<file path="config.mk">
export PLATFORM = sky130hd
export DESIGN_NAME = axis_burst_drain
export DESIGN_NICKNAME = d
export VERILOG_FILES = /design/src/rtl/axis_burst_drain.sv
export SDC_FILE = /design/constraint.sdc
export NUM_CORES = 1
export LEC_CHECK = 0
export ABC_AREA = 0
export ABC_CLOCK_PERIOD_IN_PS = 5300
export BUFFER_PORTS_ARGS = -buffer_cell sky130_fd_sc_hd__buf_2
export CAP_MARGIN = 20
export CORE_MARGIN = 2
export CORE_UTILIZATION = 50
export DETAILED_ROUTE_END_ITERATION = 8
export PLACE_DENSITY = 0.77
export SLEW_MARGIN = 20
export SYNTH_ARGS = -nofsm -noshare
export SYNTH_HDL_FRONTEND = slang
export SYNTH_SLANG_ARGS = --single-unit
</file>
<file path="constraint.sdc">
create_clock -name clk -period 5.3 [get_ports clk]
set_input_delay 1.59 -clock clk [delete_from_list [all_inputs] [get_ports clk]]
set_output_delay 1.59 -clock clk [all_outputs]
set_load 0.02 [all_outputs]
</file>
<file path="src/rtl/axis_burst_drain.sv">
// Burst drain: waits for a full burst in the TX FIFO, streams it out with tlast, then idles a gap.
// Optional AXIS_BURST_DRAIN_STATS_EN adds burst_count and underrun_count outputs.
module axis_burst_drain #(
  parameter int DATA_W     = 32,
  parameter int BURST_LEN  = 16,
  parameter int CNT_W      = 32,
  parameter int GAP_CYCLES = 4
) (
  input  logic              clk,
  input  logic              resetn,
  input  logic [CNT_W-1:0]  axis_rd_data_count,
  input  logic              prog_empty,
  input  logic [DATA_W-1:0] s_axis_tdata,
  input  logic              s_axis_tvalid,
  output logic              s_axis_tready,
  output logic [DATA_W-1:0] m_axis_tdata,
  output logic              m_axis_tvalid,
  input  logic              m_axis_tready,
  output logic              m_axis_tlast,
  output logic              busy,
  output logic              underrun
`ifdef AXIS_BURST_DRAIN_STATS_EN
  ,
  output logic [31:0]       burst_count,
  output logic [15:0]       underrun_count
`endif
);

  typedef enum logic [1:0] {
    IDLE,
    BURST,
    FLUSH,
    GAP
  } state_t;

  // Widen the compare so a BURST_LEN beyond the count range never matches.
  localparam int CMP_W = (CNT_W > 17) ? CNT_W : 17;
  localparam logic [CMP_W-1:0] LEN_CMP = CMP_W'($unsigned(BURST_LEN));
  localparam logic [15:0] LAST_BEAT = 16'(BURST_LEN - 1);
  localparam logic [31:0] LAST_GAP = 32'(GAP_CYCLES - 1);

  state_t      state;
  state_t      state_nx;
  logic [15:0] beat_cnt;
  logic [31:0] gap_cnt;
  logic        start;
  logic        rdy;
  logic        accept;
  logic        last_acc;
  logic        out_hs;

  assign start    = (CMP_W'(axis_rd_data_count) >= LEN_CMP) && !prog_empty;
  assign rdy      = resetn && (state == BURST)
                    && (!m_axis_tvalid || m_axis_tready);
  assign accept   = rdy && s_axis_tvalid;
  assign last_acc = accept && (beat_cnt == LAST_BEAT);
  assign out_hs   = m_axis_tvalid && m_axis_tready;

  assign s_axis_tready = rdy;
  assign underrun      = rdy && !s_axis_tvalid;
  assign busy          = resetn && (state != IDLE);

  always_ff @(posedge clk) begin
    if (!resetn) state <= IDLE;
    else         state <= state_nx;
  end

  always_comb begin
    state_nx = state;
    unique case (state)
      IDLE:  if (start) state_nx = BURST;
      BURST: if (last_acc) state_nx = FLUSH;
      FLUSH: begin
        if (out_hs && m_axis_tlast)
          state_nx = (GAP_CYCLES == 0) ? IDLE : GAP;
      end
      GAP:   if (gap_cnt == LAST_GAP) state_nx = IDLE;
      default: state_nx = IDLE;
    endcase
  end

  always_ff @(posedge clk) begin
    if (!resetn) begin
      beat_cnt      <= '0;
      gap_cnt       <= '0;
      m_axis_tvalid <= 1'b0;
      m_axis_tlast  <= 1'b0;
      m_axis_tdata  <= '0;
    end else begin
      if (state == IDLE)  beat_cnt <= '0;
      else if (accept)    beat_cnt <= beat_cnt + 16'd1;
      gap_cnt <= (state == GAP) ? gap_cnt + 32'd1 : 32'd0;
      // A handshake and a new accept on one edge simply reload.
      if (accept) begin
        m_axis_tdata  <= s_axis_tdata;
        m_axis_tvalid <= 1'b1;
        m_axis_tlast  <= last_acc;
      end else if (out_hs) begin
        m_axis_tvalid <= 1'b0;
        m_axis_tlast  <= 1'b0;
      end
    end
  end

`ifdef AXIS_BURST_DRAIN_STATS_EN
  always_ff @(posedge clk) begin
    if (!resetn) begin
      burst_count    <= '0;
      underrun_count <= '0;
    end else begin
      if (state == FLUSH && state_nx != FLUSH)
        burst_count <= burst_count + 32'd1;
      if (underrun && underrun_count != 16'hFFFF)
        underrun_count <= underrun_count + 16'd1;
    end
  end
`endif

endmodule

</file>
Yosys cells after proc, flatten, opt, wreduce, memory -nomap -nowiden
Cells that the tools add are included.
{ "op_classes": {"shift": 0, "order_cmp": 1, "add_sub_neg": 2, "eq_ne": 9, "n_reduce_logical": 19, "n_mux": 8, "div": 0, "n_bitwise": 1, "multipliers": 0} }
{ "op_table": {"columns": ["cell", "n"], "rows": [
  ["32-bit by 1-bit adder with 32-bit output, second input constant", 1],
  ["32-bit by 2-bit == test with 1-bit output, second input constant", 1],
  ["32-bit by 5-bit >= comparator with 1-bit output, second input constant", 1],
  ["16-bit by 1-bit adder with 16-bit output, second input constant", 1],
  ["16-bit by 4-bit == test with 1-bit output, second input constant", 1],
  ["1-bit logical AND", 9],
  ["2-bit 2-to-1 mux", 4],
  ["2-bit inequality test, second input constant", 4],
  ["2-bit one-hot mux with 4 select lines", 1],
  ["2-bit == test, second input constant", 2],
  ["4-bit AND reduction", 1],
  ["2-bit nonzero test", 2],
  ["1-bit zero test", 3],
  ["1-bit 2-to-1 mux", 3],
  ["2-bit by 1-bit == test with 1-bit output, second input constant", 1],
  ["2-bit zero test", 1],
  ["2-bit AND reduction", 1],
  ["2-bit OR reduction", 1],
  ["1-bit logical OR", 1],
  ["1-bit NOT", 1]
]} }
{ "totals": {"input_bits": 69, "word_cells": 46, "ff_bits": 84, "mem_count": 0, "mem_bits_rw": 0, "latchBits": 0, "output_inout_bits": 37, "romBits": 0} }

Depth between registers and ports, before layout
{ "depth": {"depth_word": 7, "mapped_depth": 8, "ltp_nobuf": 7} }

Worst setup path after synthesis
No wires, ideal clock.
{ "synth_path": {"path_type": "input port to output port", "start": "input resetn", "end": "output busy", "arrival_ns": 2.482, "path_buffers": 3, "path_stages": 5, "required_time_ns": 3.710, "path_slack_ns": 1.228, "cell_sequence": "buf_2 nand2b_1 clkbuf_1 clkbuf_1 inv_1"} }
{ "synth_between": {"elab_chain_cells": 1} }
{ "synth_lines": {"columns": ["item", "line", "text"], "rows": [
  ["from (decl)", "10", "input logic resetn,"],
  ["1-bit logical AND", "61", "assign busy = resetn && (state != IDLE);"],
  ["to (decl)", "20", "output logic busy,"]
]} }
No other way between the ends.

Worst setup path after layout
Ends and elaborated chain as after synthesis.

==> reports/summary.md <==
### Place
- post-DP HPWL: 5820 um
- Routability Congestion: 0.828
- number of buffer cells added on primary ports: 101

### Synthesis
- synthesized instance count: 435
- number of warnings reported in the yosys synthesis log: 0
- sequential share of the synthesized area: 45.9%
- post-synthesis cell area: 3660 um^2
- Synth async-reset ratio: 0%
- Syn Area/Cell: 8.41 um^2
- Net Count, Synth: 510
- EDFF count, synth: 0
- post-synthesis sequential element count: 84
- count of different cell masters after synthesis: 47
- prevailing post-synth register cell: sky130_fd_sc_hd__dfxtp_1

### Timing
- worst clock skew: 9.50 ps
- Final Setup Violations: 0
- max-slew violation total from the final report: 0
- worst slew margin relative to its limit: 23.2%
- Worst Hold Slack: 454 ps
- RSZ-0062 raised after global routing: no
- slew at the pin with the worst max-slew slack: 1140 ps
- highest attainable clock frequency: 0.245 GHz
- share of the clock period used by the worst path: 77.0%
- final setup TNS: 0 ps
- count of final hold-check violations: 0
- shortest period the worst path allows: 4080 ps

### Critical path
- Critical Path RT: 3710 ps
- crit path kind: in2out
- critical path capture point: busy
- endpoint of the worst register-to-register path: beat_cnt[12]
- maximum fanout along the worst path: 17
- origin of the worst setup path: resetn
- logic depth of the worst register-to-register path: 7
- arrival time at the worst endpoint: 2490 ps
- setup slack, reg-to-reg: 2920 ps
- kind of launch point of the worst setup path: input pin
- Critical R2R Launch: state[1]
- CP Capture Type: output port

### GRT
- largest net degree at the start of global routing: 37
- remaining global-route overflow: 0
- wire length of the first global-routing pass: 13200 um
- initial antenna violation count: 0
- via count of the first global-routing pass: 3000
- overall routing resource usage: 20.7%

### Clock tree
- number of H-tree levels: 3
- CTS Hold Bufs: 0
- # resized after CTS: 0
- source-to-sink clock delay at the later pin of the worst-skew pair: 350 ps
- maximum buffer depth of the clock tree: 2
- Inserted Clock Buffers: 9
- CTS tree: done
- clock-pin transition on the worst setup and hold timing paths: 90 ps
- number of post-CTS setup repair buffers: 0
- buffer type at the clock tree root: sky130_fd_sc_hd__clkbuf_8
- Sink Count: 84

### Route
- DRT antenna net count: 0
- total DRC errors in the routed layout: 0
- Via Count: 3322
- detailed-routing iteration count for the pre-antenna-repair pass: 5
- ratio of routed vias to standard cells: 5.24
- overall routed net length: 8190 um
- post-DR wirelength/cell: 12.9 um
- number of violations reported at the end of detailed-routing iteration 0: 166

### Finish
- Antenna Diode Count: 0
- total of fill cells in the finished design: 623
- layout overhead on the synthesized area: 21.6%
- core occupancy in the finished layout: 62.0%
- fraction of final layout cells with drive strength greater than 1: 24.7%
- most frequent cells in the layout: sky130_fd_sc_hd__buf_2, sky130_fd_sc_hd__nand2_1, sky130_fd_sc_hd__dfxtp_1
- number of nets in the final layout: 605
- most common cell after layout, fill and taps aside: sky130_fd_sc_hd__buf_2

### Die
- Die Outline Area: 8020 um^2
- effective utilization at floorplan: 51.0%
- die boundary height: 89.6 um
- area of the placeable core: 7180 um^2
- row count: 31
- Boundary Pins: 106
- horizontal die dimension: 89.6 um

### Power
- static leakage: 1.69 nW
- total power: 1.40 mW
- fraction of power consumed by the clock network: 36.6%
- switching share of power: 28.0%
- Logic pwr share: 15.3%
- switching power: 0.393 mW
- power density over the cells: 315 nW/um^2
- fraction of power consumed by sequential logic: 48.1%
- internal power: 1.01 mW
- maximum vdd drop: 0.000189 V

### Flow run
- total of max-cap violations: 0

### Outcome
- result of the run: finished, final reports clean

### Min path
- type of the worst min-delay path: reg2reg

==> worst max-delay path, cell delays in order <==
cell and delay [ps]:
sky130_fd_sc_hd__buf_2 160, sky130_fd_sc_hd__nand2b_1 480, sky130_fd_sc_hd__inv_1 80, sky130_fd_sc_hd__buf_2 180
==> sequential cells by signal, summed over array words and instances (netlist names) <==
name and flops:
m_axis_tvalid 1, gap_cnt 32, m_axis_tdata 32, m_axis_tlast 1, state 2, beat_cnt 16
==> worst min path at each step <==
stage,startpoint,end,slack [ps],cells after the start
3_5_place_dp,m_axis_tdata[3],m_axis_tdata[3],440,2
6_report,m_axis_tdata[11],m_axis_tdata[11],450,2
4_1_cts,m_axis_tdata[11],m_axis_tdata[11],460,2
5_1_grt,m_axis_tdata[9],m_axis_tdata[9],470,2
3_3_place_gp,m_axis_tdata[3],m_axis_tdata[3],440,2
2_1_floorplan,gap_cnt[31],gap_cnt[31],460,2
==> cell usage after synthesis, types with 7 or more instances <==
library cell,count,area (um^2)
sky130_fd_sc_hd__nand2_1,85,319
sky130_fd_sc_hd__dfxtp_1,84,1680
sky130_fd_sc_hd__nor2_1,42,158
sky130_fd_sc_hd__a21oi_1,38,190
sky130_fd_sc_hd__xnor2_1,23,201
sky130_fd_sc_hd__nor4_1,22,138
sky130_fd_sc_hd__xor2_1,16,140
sky130_fd_sc_hd__clkbuf_1,15,56.3
sky130_fd_sc_hd__nand3_1,15,75.1
sky130_fd_sc_hd__nand4_1,12,75.1
sky130_fd_sc_hd__nor3_1,11,55.1
sky130_fd_sc_hd__inv_1,7,26.3
==> metrics by stage <==
| step | setup WS [ps] | instance area (um^2) | std cells |
|---|---|---|---|
| after floorplan | 1230 | 3660 | 435 |
| after global placement | 1210 | 4220 | 618 |
| after detailed placement | 1210 | 4220 | 618 |
| after CTS | 1210 | 4450 | 634 |
| after global routing | 1120 | 4450 | 634 |
| final | 1220 | 4450 | 634 |
==> power groups by stage <==
stage	sequential, mW	combinational (mW)	clock, mW
after floorplan	0.707	0.124	0
after CTS	0.673	0.216	0.522
after detailed placement	0.688	0.214	0
after global placement	0.686	0.208	0
final	0.673	0.215	0.513
after global routing	0.677	0.238	0.545
==> layout make-up <==
type / count / area (um^2) / area share [%]
Timing Repair Buffer: 102 / 513 / 11.5
Clock inverter: 7 / 103 / 2.30
Inverter: 8 / 30.0 / 0.675
Sequential cell: 84 / 1680 / 37.8
Clock buffer: 9 / 124 / 2.78
Multi-Input combinational cell: 325 / 1880 / 42.2
Tap cell: 99 / 124 / 2.78
==> kinds of logic after synthesis <==
| family | count (synthesis) | share of synthesized area (%) |
|---|---|---|
| buffers and inverters | 26 | 3.01 |
| XOR/XNOR | 39 | 9.33 |
| flip-flops | 84 | 45.9 |
| adder cells (fa/ha/maj) | 6 | 2.05 |
| AO/OA/AOI/OAI | 55 | 8.48 |
| multiplexers | 1 | 0.274 |
| AND/OR/NAND/NOR | 224 | 30.9 |
==> per-layer routing <==
layer / up-vias / track usage [%] / part of all wire, %
li1: 1692 / - / -
met1: 1534 / 26.9 / 46
met2: 90 / 32.8 / 47
met4: 0 / 5.83 / 0.68
met3: 6 / 6.93 / 6.2
met5: - / 0 / 0
No activity file was read; power rests on OpenSTA's default activity.
